`src/rtl/node_reset_sequencer_if.sv`:
```
// Reset-sequencer bus bundle: per-node reset requests in, node resets and status out.
interface node_reset_sequencer_if #(
  parameter int N_NODES = 3
);
  logic [N_NODES-1:0] rst_sel;
  logic [N_NODES-1:0] node_rst;
  logic [N_NODES-1:0] node_ready;
  logic               seq_busy;
  logic [7:0]         rst_event_cnt;

  // Sequencer side.
  modport master (
    input  rst_sel,
    output node_rst,
    output node_ready,
    output seq_busy,
    output rst_event_cnt
  );

  // Node / switch side.
  modport slave (
    output rst_sel,
    input  node_rst,
    input  node_ready,
    input  seq_busy,
    input  rst_event_cnt
  );
endinterface

```
`src/rtl/node_reset_sequencer.sv`:
```
// Node reset sequencer: stretches the global reset, releases nodes one at a time in
// index order, and serves per-node local reset requests with a minimum pulse width.
module node_reset_sequencer #(
  parameter int N_NODES        = 3,
  parameter int HOLD_CYCLES    = 16,
  parameter int STAGGER_CYCLES = 8,
  parameter int SYNC_STAGES    = 2
) (
  input  logic                  clk,
  input  logic                  rst,
  node_reset_sequencer_if.master seq_if
);
  localparam int MAX_CNT = (HOLD_CYCLES > STAGGER_CYCLES) ? HOLD_CYCLES : STAGGER_CYCLES;
  localparam int CNT_W   = $clog2(MAX_CNT + 1);
  localparam int IDX_W   = (N_NODES > 1) ? $clog2(N_NODES) : 1;

  localparam logic [1:0] S_HOLD    = 2'd0;
  localparam logic [1:0] S_RELEASE = 2'd1;
  localparam logic [1:0] S_RUN     = 2'd2;

  localparam logic [CNT_W-1:0] HOLD_LOAD     = CNT_W'(HOLD_CYCLES);
  localparam logic [CNT_W-1:0] HOLD_START    = CNT_W'(HOLD_CYCLES - 1);
  localparam logic [CNT_W-1:0] STAGGER_START = CNT_W'(STAGGER_CYCLES - 1);
  localparam logic [IDX_W-1:0] LAST_IDX      = IDX_W'(N_NODES - 1);

  function automatic logic [3:0] popcount(input logic [N_NODES-1:0] v);
    logic [3:0] c;
    c = '0;
    for (int i = 0; i < N_NODES; i++) c = c + {3'b000, v[i]};
    return c;
  endfunction

  function automatic logic [7:0] sat_add8(input logic [7:0] a, input logic [3:0] b);
    logic [8:0] s;
    s = {1'b0, a} + {5'b00000, b};
    return s[8] ? 8'hFF : s[7:0];
  endfunction

  logic [N_NODES-1:0] sync_q [SYNC_STAGES];
  logic [N_NODES-1:0] req, req_prev_q, req_rise;
  logic [CNT_W-1:0]   hold_cnt_q [N_NODES];
  logic [CNT_W-1:0]   hold_cnt_d [N_NODES];
  logic [N_NODES-1:0] hold_zero_d;
  logic [1:0]         state_q, state_d;
  logic [IDX_W-1:0]   idx_q, idx_d;
  logic [CNT_W-1:0]   step_cnt_q, step_cnt_d;
  logic [N_NODES-1:0] released_q, released_d;
  logic               stall, rel_go;
  logic [N_NODES-1:0] node_rst_q, node_rst_d, node_ready_q;
  logic               seq_busy_q, seq_busy_d;
  logic [7:0]         evt_cnt_q, evt_cnt_d;

  // Synchronise the asynchronous active-low switches; flops idle high (no request).
  always_ff @(posedge clk) begin
    if (rst) begin
      for (int s = 0; s < SYNC_STAGES; s++) sync_q[s] <= '1;
    end else begin
      sync_q[0] <= seq_if.rst_sel;
      for (int s = 1; s < SYNC_STAGES; s++) sync_q[s] <= sync_q[s-1];
    end
  end

  assign req      = ~sync_q[SYNC_STAGES-1];
  assign req_rise = req & ~req_prev_q;

  // Local hold counters: reload while requested, then run down to zero and stop.
  always_comb begin
    for (int i = 0; i < N_NODES; i++) begin
      hold_cnt_d[i]  = req[i] ? HOLD_LOAD
                              : ((hold_cnt_q[i] != '0) ? hold_cnt_q[i] - CNT_W'(1) : '0);
      hold_zero_d[i] = (hold_cnt_d[i] == '0);
    end
  end

  // Release sequencer. The step counter always runs down; at zero the current node is
  // released unless its local hold is still active this edge, in which case the release
  // waits and lands on the edge the local hold expires. Leaving HOLD releases node 0 on
  // the same edge, so HOLD and RELEASE share the release path.
  always_comb begin
    stall = 1'b0;
    for (int i = 0; i < N_NODES; i++)
      if (idx_q == IDX_W'(i)) stall = ~hold_zero_d[i];
    rel_go     = (state_q != S_RUN) && (step_cnt_q == '0) && !stall;
    state_d    = state_q;
    idx_d      = idx_q;
    released_d = released_q;
    step_cnt_d = (step_cnt_q != '0) ? step_cnt_q - CNT_W'(1) : step_cnt_q;
    if (rel_go) begin
      for (int i = 0; i < N_NODES; i++)
        if (idx_q == IDX_W'(i)) released_d[i] = 1'b1;
      if (idx_q == LAST_IDX) begin
        state_d = S_RUN;
      end else begin
        state_d    = S_RELEASE;
        idx_d      = idx_q + IDX_W'(1);
        step_cnt_d = STAGGER_START;
      end
    end
    node_rst_d = ~(released_d & hold_zero_d);
    seq_busy_d = (state_d != S_RUN);
    evt_cnt_d  = sat_add8(evt_cnt_q, popcount(req_rise));
  end

  // State, counters and registered outputs; global reset restarts everything from HOLD.
  always_ff @(posedge clk) begin
    if (rst) begin
      state_q      <= S_HOLD;
      idx_q        <= '0;
      step_cnt_q   <= HOLD_START;
      released_q   <= '0;
      req_prev_q   <= '0;
      for (int i = 0; i < N_NODES; i++) hold_cnt_q[i] <= '0;
      node_rst_q   <= '1;
      node_ready_q <= '0;
      seq_busy_q   <= 1'b1;
      evt_cnt_q    <= '0;
    end else begin
      state_q      <= state_d;
      idx_q        <= idx_d;
      step_cnt_q   <= step_cnt_d;
      released_q   <= released_d;
      req_prev_q   <= req;
      for (int i = 0; i < N_NODES; i++) hold_cnt_q[i] <= hold_cnt_d[i];
      node_rst_q   <= node_rst_d;
      node_ready_q <= ~node_rst_d;
      seq_busy_q   <= seq_busy_d;
      evt_cnt_q    <= evt_cnt_d;
    end
  end

  assign seq_if.node_rst      = node_rst_q;
  assign seq_if.node_ready    = node_ready_q;
  assign seq_if.seq_busy      = seq_busy_q;
  assign seq_if.rst_event_cnt = evt_cnt_q;
endmodule
```
`src/flat_wrapper.sv`:
```
// flat-port wrapper written by rule: the top's interface ports become plain ports
module node_reset_sequencer_flat 
#(
  parameter int N_NODES        = 3,
  parameter int HOLD_CYCLES    = 16,
  parameter int STAGGER_CYCLES = 8,
  parameter int SYNC_STAGES    = 2
)
  (clk, rst, seq_if_rst_sel, seq_if_node_rst, seq_if_node_ready, seq_if_seq_busy, seq_if_rst_event_cnt);
  node_reset_sequencer_if #(.N_NODES(N_NODES)) seq_if_i ();
  input  logic clk;
  input  logic rst;
  input wire logic [$bits(seq_if_i.rst_sel)-1:0] seq_if_rst_sel;
  output wire logic [$bits(seq_if_i.node_rst)-1:0] seq_if_node_rst;
  output wire logic [$bits(seq_if_i.node_ready)-1:0] seq_if_node_ready;
  output wire logic [$bits(seq_if_i.seq_busy)-1:0] seq_if_seq_busy;
  output wire logic [$bits(seq_if_i.rst_event_cnt)-1:0] seq_if_rst_event_cnt;
  assign seq_if_i.rst_sel = seq_if_rst_sel;
  assign seq_if_node_rst = seq_if_i.node_rst;
  assign seq_if_node_ready = seq_if_i.node_ready;
  assign seq_if_seq_busy = seq_if_i.seq_busy;
  assign seq_if_rst_event_cnt = seq_if_i.rst_event_cnt;
  node_reset_sequencer #(.N_NODES(N_NODES), .HOLD_CYCLES(HOLD_CYCLES), .STAGGER_CYCLES(STAGGER_CYCLES), .SYNC_STAGES(SYNC_STAGES)) u_core (.clk(clk), .rst(rst), .seq_if(seq_if_i));
endmodule
```
`config.mk`:
```
export PLATFORM = sky130hd
export DESIGN_NAME = node_reset_sequencer_flat
export DESIGN_NICKNAME = d
export VERILOG_FILES = /design/src/rtl/node_reset_sequencer_if.sv /design/src/rtl/node_reset_sequencer.sv /design/src/flat_wrapper.sv
export SDC_FILE = /design/constraint.sdc
export NUM_CORES = 1
export LEC_CHECK = 0
export ABC_AREA = 1
export BUFFER_PORTS_ARGS = -buffer_cell sky130_fd_sc_hd__buf_4
export CAP_MARGIN = 0
export CORE_MARGIN = 1
export CORE_UTILIZATION = 50
export CTS_CLUSTER_SIZE = 14
export DETAILED_ROUTE_END_ITERATION = 8
export PLACE_DENSITY = 0.69
export REMOVE_ABC_BUFFERS = 1
export SYNTH_ARGS = -nofsm -noshare
export SYNTH_HDL_FRONTEND = slang
export SYNTH_SLANG_ARGS = --single-unit
```
`constraint.sdc`:
```
create_clock -name clk -period 7.98 [get_ports clk]
set_clock_uncertainty 0.2 [all_clocks]
set_input_delay 0.798 -clock clk [delete_from_list [all_inputs] [get_ports clk]]
set_output_delay 0.798 -clock clk [all_outputs]
set_load 0.005 [all_outputs]
```
==> flow_summary.toml <==
[outcome]
status = "completed"

[sta]
post-route-min-period_ns = 3.033
setup_slack_ns = 4.947
final.setup.tns_ns = 0
slew_viol_final = 0
fmax_mhz = 329.7
slew_headroom_pct = 72.47
hold_viol = 0
finalSetupViolCount = 0
worstMarginPinSlew_ns = 0.4130
rsz0062_at_grt = "false"
fin_crit_sh_pct = 38.01

[cts]
cts-buffers-inserted = 5
cts_tree = "done"
ctsResizeCount = 0
post_cts_buffers = 0
ctsHoldBuffers = 0
clk_latency_ns = 0.30
clock_path_buffers = 2
root_buffer = "clkbuf_8"
numClockSinks = 51
clk_pin_slew_ns = 0.09
htreeDepth = 2

[routing]
dr.pass1.iters = 4
drc = 0
antenna_left = 0
wl_per_cell_um = 10.05
dr.first_iter.drc_count = 84
routed_via_density = 4.721
via_count = 1761
routed_wl_mm = 3.749

[synthesis]
yosysWarnings = 0
syn_area_per_cell_um2 = 7.762
synth_cell_types = 32
ys_ff_latch = 51
netlist_area_um2 = 2328
synthCells = 300
ys_seq_area_share_pct = 43.85

[global_route]
grt_pass1_wl_mm = 6.913
grt_overflow_total = 0
grt_pass1_vias = 1719
grt_use_total_pct = 17.42
antenna_found_initial = 0
grt_start_max_net_pins = 40

[floorplanning]
die_y_um = 70.24
rows = 24
core_area_um2 = 4414
io-pin-count = 20
die_x_um = 70.24
initial_core_util_pct = 52.75
fp.dieArea_um2 = 4934

[worst_setup_path]
r2r-start = "u_core.sync_q[0][3]$_SDFF_PP1_"
crit_fanout = 8
cp.buffers_inverters = 3
cpMaxStageDelayCell = "fa_1"
path_class = "register to register"
cpMostUsedCell = "inv_1"
ff2ff_path_depth = 14
worstReg2RegEnd = "u_core.seq_if.rst_event_cnt[5]$_SDFF_PP0_"
crit_end = "u_core.seq_if.rst_event_cnt[5]$_SDFF_PP0_"
crit_chain = "nor2_1 -> inv_1 -> fa_1 -> inv_1 -> ha_1 -> fa_1 -> nand2_1 -> a21oi_1 -> nand3_1 -> nor2_1 -> nand2_1 -> o21ai_0 -> o21ai_0 -> inv_1"
max_stage_delay_ns = 0.55
endpoint_kind = "register"
cp-start-kind = "register"
cp.depth = 14
crit_family = "adder cells"
critPathArrivalTime_ns = 3.03
r2r_setup_slack_ns = 4.95
startpoint = "u_core.sync_q[0][3]$_SDFF_PP1_"
cp_data_required_time_ns = 7.98

[layout]
diodes = 0
syn2layout_area_growth_pct = 12.79
stdcell_count = 373
layout.nets = 340
drive_above_1_share_pct = 17.76

[flow_run]
maxCapViolations = 0

[pwr]
cellPowerDensity_nw_per_um2 = 286.1
max-vdd-ir-drop_v = 0.0001528
p_total_w = 0.0007514
p_leak_nw = 1.292

[placed_design]
gp_congestion = 0.8129
placedCellCount = 365
place_worst_setup_slack_ns = 4.971
dpl.hpwl_mm = 2.852
port_buffers = 19

[worst_hold_path]
worstHoldPathType = "register to register"
## worst min-delay path by stage
stage | from | endpoint | cells after the start | slack, ns
after floorplan | u_core.sync_q[0][0]$_SDFF_PP1_ | u_core.sync_q[0][3]$_SDFF_PP1_ | 1 | 0.19
after global placement | u_core.sync_q[0][2]$_SDFF_PP1_ | u_core.sync_q[0][5]$_SDFF_PP1_ | 1 | 0.19
after detailed placement | u_core.sync_q[0][2]$_SDFF_PP1_ | u_core.sync_q[0][5]$_SDFF_PP1_ | 1 | 0.20
after CTS | u_core.hold_cnt_q[0][10]$_SDFF_PP0_ | u_core.hold_cnt_q[0][10]$_SDFF_PP0_ | 1 | 0.22
after global routing | u_core.sync_q[0][2]$_SDFF_PP1_ | u_core.sync_q[0][5]$_SDFF_PP1_ | 1 | 0.23
final | u_core.hold_cnt_q[0][10]$_SDFF_PP0_ | u_core.hold_cnt_q[0][10]$_SDFF_PP0_ | 1 | 0.22
## cells in the final DEF, fill, tap and decap left out, types with 4 or more instances in the layout
| cell | instances |
|---|---|
| nor3_1 | 8 |
| nor2_1 | 33 |
| a21oi_1 | 11 |
| ha_1 | 13 |
| o21ai_0 | 6 |
| o211ai_1 | 4 |
| inv_1 | 59 |
| dfxtp_1 | 51 |
| nand2_1 | 46 |
| nand4_1 | 4 |
| nand3_1 | 18 |
| nor2_2 | 6 |
| clkbuf_8 | 6 |
| or2_2 | 6 |
| buf_4 | 19 |
| nand2_2 | 9 |
## synth_stat cells
cell | instances | area share, %
a21oi_1 | 11 | 2.4
nor3_1 | 8 | 1.7
o21ai_1 | 1 | 0.21
buf_2 | 1 | 0.21
inv_1 | 59 | 9.5
nand2_1 | 46 | 7.4
ha_1 | 13 | 7.0
clkinv_1 | 1 | 0.16
o21ai_0 | 6 | 1.3
o211ai_1 | 4 | 1.3
or2_2 | 6 | 1.6
nor2_2 | 6 | 1.6
nand4_1 | 4 | 1.1
a211oi_1 | 1 | 0.32
nand3_2 | 2 | 0.86
xnor2_1 | 2 | 0.75
nand4_2 | 1 | 0.54
dfxtp_1 | 51 | 44
clkbuf_1 | 2 | 0.32
xor2_1 | 2 | 0.75
buf_1 | 2 | 0.32
a31oi_1 | 1 | 0.27
nand3b_1 | 1 | 0.32
fa_1 | 2 | 1.7
nand3_1 | 18 | 3.9
a21boi_2 | 1 | 0.48
a21oi_4 | 2 | 1.4
nor2_1 | 33 | 5.3
a21oi_2 | 1 | 0.38
nand2_2 | 9 | 2.4
inv_2 | 2 | 0.32
buf_4 | 1 | 0.32
## routing by layer
layer / routed length, µm / up-vias / share of wire (%) / track usage (%)
li1: - / 960 / - / -
met2: 1842 / 11 / 49 / 31.75
met4: 61 / 0 / 1.6 / 6.667
met1: 1771 / 783 / 47 / 19.75
met5: 0 / - / 0 / 0
met3: 74 / 7 / 2.0 / 3.463
## final cells by class
| type | instances | area [µm²] |
|---|---|---|
| clock buffer | 6 | 82.58 |
| tap | 52 | 65.06 |
| multi-input combinational | 181 | 1047 |
| inverter | 62 | 232.7 |
| timing repair buffer | 19 | 142.6 |
| sequential | 51 | 1021 |
| fill | 402 | 1788 |
| clock inverter | 2 | 35.03 |
## state kept, by name, summed over array words and instances (netlist names), 2 cells and up, named ones only
register and count:
u_core.hold_cnt_q 15, u_core.seq_if.rst_event_cnt 8, u_core.sync_q 6, u_core.step_cnt_q 5, u_core.req_prev_q 3, u_core.seq_if.node_ready 3
u_core.seq_if.node_rst 3, u_core.idx_q 2, u_core.state_q 2
## power breakdown
group          total, W  switching, W  internal [W]
Clock          0.000180     0.0000785      0.000101
Combinational  0.000267      0.000169     0.0000985
Sequential     0.000304     0.0000195      0.000285
Total          0.000751      0.000267      0.000485
## worst reg2reg max path: stages (launching register included)
cell,delay (ns)
dfxtp_1,0.38
nor2_1,0.20
inv_1,0.09
fa_1,0.55
inv_1,0.05
ha_1,0.20
fa_1,0.41
nand2_1,0.08
a21oi_1,0.09
nand3_1,0.10
nor2_1,0.07
nand2_1,0.17
o21ai_0,0.13
o21ai_0,0.16
inv_1,0.05
## logic make-up after synthesis
kind of cell / synth area share [%]
DFF: 43.85
xor gates and xnor gates: 1.505
AOI/OAI and AO/OA: 8.006
buffers and inverters: 11.18
adders and majority gates: 8.705
and+or+nand+nor: 26.76
## per-stage QoR
stage          hold slack (ns)  instance area [µm²]  utilization (%)
3_5_place_dp            0.2014                 2509            56.83
4_1_cts                 0.2230                 2626            59.50
3_3_place_gp            0.1944                 2509            56.83
2_1_floorplan           0.1895                 2301                -
5_1_grt                 0.2311                 2626            59.50
6_report                0.2187                 2626            59.50
No activity file was read; power rests on OpenSTA's default activity.
